**src/rtl/ddr_ring_burst_scheduler.sv**
```systemverilog
// Ring-of-bursts scheduler for the ADC capture -> DDR -> Ethernet path.
// Round-robins write/read requests and issues one burst command at a time to the AXI burst engine.
module ddr_ring_burst_scheduler #(
    parameter int                    ADDR_WIDTH  = 32,
    parameter int                    CNT_WIDTH   = 11,
    parameter logic [ADDR_WIDTH-1:0] BASE_ADDR   = 32'h4000_0000,
    parameter int                    BURST_BYTES = 4096,
    parameter int                    RING_BURSTS = 1000
) (
    input  logic                  M_AXI_ACLK,
    input  logic                  M_AXI_ARESETN,
    input  logic                  enable,
    input  logic                  clear,
    input  logic                  wr_req,
    input  logic                  rd_req,
    output logic                  cmd_valid,
    input  logic                  cmd_ready,
    output logic                  cmd_rw,
    output logic [ADDR_WIDTH-1:0] cmd_addr,
    input  logic                  cmd_done,
    input  logic                  cmd_err,
    output logic                  wr_grant,
    output logic                  rd_grant,
    output logic [CNT_WIDTH-1:0]  fill,
    output logic                  full,
    output logic                  empty,
    output logic                  busy,
    output logic [7:0]            err_cnt
);

    localparam int                   SHIFT     = $clog2(BURST_BYTES);
    localparam logic [CNT_WIDTH-1:0] LAST_SLOT = CNT_WIDTH'(RING_BURSTS - 1);
    localparam logic [CNT_WIDTH-1:0] RING_MAX  = CNT_WIDTH'(RING_BURSTS);

    typedef enum logic [1:0] {S_IDLE, S_ISSUE, S_WAIT} state_t;

    state_t                  r_state;
    state_t                  w_next;
    logic [CNT_WIDTH-1:0]    r_wr_ptr;
    logic [CNT_WIDTH-1:0]    r_rd_ptr;
    logic [CNT_WIDTH-1:0]    r_fill;
    logic                    r_last_rd;
    logic                    r_clear_pend;
    logic                    r_cmd_valid;
    logic                    r_cmd_rw;
    logic [ADDR_WIDTH-1:0]   r_cmd_addr;
    logic                    r_wr_grant;
    logic                    r_rd_grant;
    logic [7:0]              r_err_cnt;

    logic                    w_idle;
    logic                    w_full;
    logic                    w_empty;
    logic                    w_wr_elig;
    logic                    w_rd_elig;
    logic                    w_do_clear;
    logic                    w_sel_wr;
    logic                    w_sel_rd;
    logic                    w_accept;
    logic                    w_done_ok;
    logic                    w_done_err;
    logic                    w_busy;
    logic [CNT_WIDTH-1:0]    w_sel_ptr;
    logic [ADDR_WIDTH-1:0]   w_sel_addr;

    assign w_idle     = (r_state == S_IDLE);
    assign w_full     = (r_fill == RING_MAX);
    assign w_empty    = (r_fill == '0);
    assign w_wr_elig  = enable & wr_req & ~w_full  & ~r_clear_pend;
    assign w_rd_elig  = enable & rd_req & ~w_empty & ~r_clear_pend;
    assign w_do_clear = w_idle & (r_clear_pend | clear);
    // Contention goes to the side that did not win last time.
    assign w_sel_wr   = w_idle & ~clear & w_wr_elig & (~w_rd_elig | r_last_rd);
    assign w_sel_rd   = w_idle & ~clear & w_rd_elig & (~w_wr_elig | ~r_last_rd);
    assign w_accept   = (r_state == S_ISSUE) & r_cmd_valid & cmd_ready;
    assign w_done_ok  = (r_state == S_WAIT) & cmd_done & ~cmd_err;
    assign w_done_err = (r_state == S_WAIT) & cmd_done & cmd_err;
    assign w_sel_ptr  = w_sel_rd ? r_rd_ptr : r_wr_ptr;
    assign w_sel_addr = BASE_ADDR + (ADDR_WIDTH'(w_sel_ptr) << SHIFT);

    always_ff @(posedge M_AXI_ACLK or negedge M_AXI_ARESETN) begin
        if (!M_AXI_ARESETN) r_state <= S_IDLE;
        else                r_state <= w_next;
    end

    always_comb begin
        w_next = r_state;
        case (r_state)
            S_IDLE:  if (w_sel_wr | w_sel_rd) w_next = S_ISSUE;
            S_ISSUE: if (w_accept)            w_next = S_WAIT;
            S_WAIT:  if (cmd_done)            w_next = S_IDLE;
            default:                          w_next = S_IDLE;
        endcase
    end

    always_comb begin
        w_busy = (r_state != S_IDLE);
    end

    always_ff @(posedge M_AXI_ACLK or negedge M_AXI_ARESETN) begin
        if (!M_AXI_ARESETN) begin
            r_wr_ptr     <= '0;
            r_rd_ptr     <= '0;
            r_fill       <= '0;
            r_last_rd    <= 1'b1;
            r_clear_pend <= 1'b0;
            r_cmd_valid  <= 1'b0;
            r_cmd_rw     <= 1'b0;
            r_cmd_addr   <= '0;
            r_wr_grant   <= 1'b0;
            r_rd_grant   <= 1'b0;
            r_err_cnt    <= '0;
        end else begin
            r_wr_grant <= 1'b0;
            r_rd_grant <= 1'b0;
            if (w_sel_wr | w_sel_rd) begin
                r_cmd_valid <= 1'b1;
                r_cmd_rw    <= w_sel_rd;
                r_cmd_addr  <= w_sel_addr;
            end
            if (w_accept) begin
                r_cmd_valid <= 1'b0;
                r_wr_grant  <= ~r_cmd_rw;
                r_rd_grant  <= r_cmd_rw;
                r_last_rd   <= r_cmd_rw;
            end
            // A clear seen mid-command is deferred until the command retires.
            if (clear & ~w_idle)
                r_clear_pend <= 1'b1;
            if (w_do_clear) begin
                r_wr_ptr     <= '0;
                r_rd_ptr     <= '0;
                r_fill       <= '0;
                r_clear_pend <= 1'b0;
            end else if (w_done_ok) begin
                if (r_cmd_rw) begin
                    r_rd_ptr <= (r_rd_ptr == LAST_SLOT) ? '0 : r_rd_ptr + CNT_WIDTH'(1);
                    r_fill   <= r_fill - CNT_WIDTH'(1);
                end else begin
                    r_wr_ptr <= (r_wr_ptr == LAST_SLOT) ? '0 : r_wr_ptr + CNT_WIDTH'(1);
                    r_fill   <= r_fill + CNT_WIDTH'(1);
                end
            end
            if (w_done_err && r_err_cnt != 8'hFF)
                r_err_cnt <= r_err_cnt + 8'd1;
        end
    end

    assign cmd_valid = r_cmd_valid;
    assign cmd_rw    = r_cmd_rw;
    assign cmd_addr  = r_cmd_addr;
    assign wr_grant  = r_wr_grant;
    assign rd_grant  = r_rd_grant;
    assign fill      = r_fill;
    assign full      = w_full;
    assign empty     = w_empty;
    assign busy      = w_busy;
    assign err_cnt   = r_err_cnt;

endmodule

```
**config.mk**
```make
export PLATFORM = sky130hd
export DESIGN_NAME = ddr_ring_burst_scheduler
export DESIGN_NICKNAME = d
export VERILOG_FILES = /design/src/rtl/ddr_ring_burst_scheduler.sv
export SDC_FILE = /design/constraint.sdc
export NUM_CORES = 1
export LEC_CHECK = 0
export ABC_AREA = 1
export CORE_MARGIN = 3
export CORE_UTILIZATION = 54
export CTS_CLUSTER_DIAMETER = 150
export DETAILED_ROUTE_END_ITERATION = 12
export PLACE_DENSITY = 0.92
export SLEW_MARGIN = 5
export SYNTH_ARGS = -nofsm -noshare
export SYNTH_HDL_FRONTEND = slang
export SYNTH_SLANG_ARGS = --single-unit
```
**constraint.sdc**
```tcl
create_clock -name M_AXI_ACLK -period 2.5 [get_ports M_AXI_ACLK]
set_clock_uncertainty 0.15 [all_clocks]
set_input_delay 0.5 -clock M_AXI_ACLK [delete_from_list [all_inputs] [get_ports M_AXI_ACLK]]
set_output_delay 0.5 -clock M_AXI_ACLK [all_outputs]
set_load 0.03 [all_outputs]
```
==> results.py, run 1 <==
metrics = {
    "worst_setup_path": {
        "cp_num_cells": 1,
        "crit_buf_inv": 1,
        "start_kind": "flop",
        "end_kind": "output pin",
        "critPathKind": "reg -> out",
        "required_ns": 1.85,
        "cpPeakStageDelay_ns": 0.77,
        "r2r_cells": 8,
        "arrival_ns": 1.76,
        "crit_fanout": 10,
        "path_cells": "clkdlybuf4s50_1",
        "slowest_stage": "clkdlybuf4s50_1",
        "path_delay_family": "buffers and inverters",
    },
    "detailed_routing": {
        "via_per_inst": 5.18,
        "routed_wl_mm": 8.77,
        "firstDrtPassIters": 5,
        "vias": 3494,
        "route.detailed.drc": 0,
        "drt-initial-drc-count": 310,
        "antenna_left": 0,
        "wl_per_cell_um": 13.0,
    },
    "synthesis": {
        "syn-cell-area_mm2": 0.00386,
        "synth_edf_count": 0,
        "synth-main-ff-cell": "dfrtp_1",
        "ys_ff_latch": 61,
        "yosysSeqAreaShare": 0.396,
        "async_flop_share": 1.00,
        "syn_avg_cell_area_um2": 7.39,
        "synthCells": 522,
        "synth-warning-count": 0,
        "ys_types": 39,
    },
    "status": {
        "violations": "hold timing",
        "status": "finished, violations left",
    },
    "floorplan": {
        "die_h_um": 90.5,
        "coreArea_mm2": 0.00687,
        "fp-row-count": 30,
        "start_util": 0.562,
        "chipWidth_um": 90.5,
        "io_pins": 67,
        "die-area_mm2": 0.00819,
    },
    "placed_design": {
        "place.gp.congestion": 0.910,
        "numPortBuffers": 46,
        "dpl.hpwl_mm": 6.45,
    },
    "cts": {
        "clockRootBuffer": "clkbuf_8",
        "cts.path.max_buffers": 2,
        "cts_buffers": 9,
        "clkSinkCount": 61,
        "cts_tree": "built",
        "cts_max_level": 3,
        "clkSlewWorstSetupHoldPaths_ns": 0.07,
        "clock_latency_ns": 0.34,
    },
    "finish": {
        "drive_gt1_frac": 0.0881,
        "area_delta_synth_final_pct": 16.9,
        "antennaDiodeCount": 0,
        "nNetsFinal": 596,
    },
    "grt": {
        "antenna_found_initial": 0,
        "grt_max_degree": 62,
        "gr-total-overflow": 0,
        "grt_first_pass_wirelength_mm": 15.2,
        "grt_usage": 0.224,
        "grt_pass1_vias": 3393,
    },
    "power_and_ir_drop": {
        "max-vdd-ir-drop_v": 0.000342,
        "p_leak_nw": 2.29,
        "power_mw": 3.56,
        "p_per_area_mw_per_mm2": 790,
    },
    "sta": {
        "hold_slack_ns": -0.0173,
        "fin_tns_setup_ns": 0,
        "rsz0062_at_grt": "false",
        "period_needed_ns": 2.41,
        "setup_viol": 0,
        "hold_viol_final": 13,
        "fmax_mhz": 414,
        "post-route-period-util": 0.965,
        "slew_viol_final": 0,
    },
    "hold_path": {
        "hp-class": "in -> async",
    },
    "job": {
        "maxCapViolCount": 0,
    },
}
[layout make-up]
cell class / count / area [µm²]
inverters: 66 / 248
repair buffers: 50 / 495
fillers: 578 / 2360
flip-flops and latches: 61 / 1530
clock inverters: 5 / 36.3
clock buffers: 11 / 141
multi-input cells: 386 / 1940
well taps: 96 / 120
[per-stage QoR]
step	util	setup slack, ns	instance area [µm²]	instances	hold slack [ns]
3_3_place_gp	0.631	0.244	4330	659	0.313
4_1_cts	0.656	0.0901	4510	675	0.0150
3_5_place_dp	0.631	0.199	4330	659	0.315
5_1_grt	0.656	0.0350	4510	675	0.0445
2_1_floorplan	-	0.469	3930	541	0.0544
6_report	0.656	0.0864	4510	675	-0.0173
[worst reg2reg max path: cells and delay by family (launching register included)]
kind	cells	cell delay, ns
simple gates	3	0.27
flops	1	0.65
compound gates	2	0.34
buf+inv	2	0.37
fa+ha+maj	1	0.27
[power by group]
part	total [mW]	switching [mW]	internal, mW
combinational	1.48	0.986	0.496
sequential	1.28	0.154	1.13
clock	0.796	0.410	0.386
[layout by cell type (no fill, tap or decap), types with 5 or more instances in the layout]
cell / Yosys / final
a21oi_1: 17 / 17
clkbuf_8: 0 / 10
clkdlybuf4s50_1: 0 / 43
conb_1: 1 / 20
dfrtp_1: 60 / 60
ha_1: 12 / 12
inv_1: 58 / 58
inv_2: 8 / 8
nand2_1: 144 / 144
nand2_2: 6 / 6
nand2_4: 5 / 5
nand3_1: 64 / 64
nand4_1: 7 / 7
nor2_1: 42 / 42
nor3_1: 7 / 7
o21ai_0: 28 / 28
[flip-flops by register name, indices dropped and copies added, names as in the netlist, 2 cells and up]
| name | cells |
|---|---|
| cmd_addr | 12 |
| err_cnt | 8 |
| fill | 11 |
| r_rd_ptr | 11 |
| r_state | 2 |
| r_wr_ptr | 11 |
[worst paths after layout]
check,from,slack [ns],endpoint
min reg2reg,r_state[0]$_DFFE_PN0P_,0.33,r_state[1]$_DFFE_PN0P_
max reg2reg,cmd_rw$_DFFE_PN0P_,0.34,fill[10]$_DFFE_PN0P_
min in group M_AXI_ACLK,r_state[0]$_DFFE_PN0P_,0.33,r_state[1]$_DFFE_PN0P_
min,M_AXI_ARESETN,-0.02,cmd_addr[20]$_DFFE_PN0P_
max,cmd_rw$_DFFE_PN0P_,0.09,cmd_rw
max in group asynchronous,M_AXI_ARESETN,1.88,r_last_rd$_DFFE_PN1P_
[kinds of logic (layout without fill, tap and decap cells)]
family / count (synthesis) / in the layout / share of synthesized area
and+or+nand+nor: 287 / 287 / 0.335
buffers and inverters: 94 / 132 / 0.120
DFF: 61 / 61 / 0.396
AOI/OAI and AO/OA: 58 / 58 / 0.0860
adders and majority gates: 13 / 13 / 0.0441
xor gates and xnor gates: 8 / 8 / 0.0182
other: 1 / 20 / 0.000972
[metal layers]
| layer | up-vias | wire [µm] | global-route usage |
|---|---|---|---|
| li1 | 1739 | - | - |
| met1 | 1603 | 3940 | 0.296 |
| met2 | 133 | 4170 | 0.364 |
| met3 | 19 | 493 | 0.0350 |
| met4 | 0 | 167 | 0.0957 |
| met5 | - | 0 | 0 |
[cell usage after synthesis (2+ instances only)]
cell	n	area [µm²]
ha_1	12	150
nor3_1	7	35.0
buf_2	3	15.0
nand2_1	144	541
buf_6	3	33.8
xor2_1	4	35.0
dfrtp_1	60	1500
nor2_2	3	18.8
a21oi_1	17	85.1
nand3_1	64	320
nand2_2	6	37.5
and3_1	2	12.5
xnor2_1	4	35.0
o21ai_0	28	140
nand2_4	5	56.3
buf_4	22	165
o21ai_1	2	10.0
nor2_1	42	158
and2_1	2	12.5
inv_2	8	30.0
inv_1	58	218
nand4_1	7	43.8
o21a_1	3	22.5
[repair_timing]
item	CTS	global route
hold buffers	0	0
gates resized for setup	2	0
endpoints found under the setup margin	2	0
buffers inserted	0	0
Power figures use the tool's default switching activity.
==> run 2, diff against run 1 <==
Settings changed: SLEW_MARGIN 5 to 20.
==> results of run 2 <==
The final DEF is identical to that of run 1; final timing and power are the same.
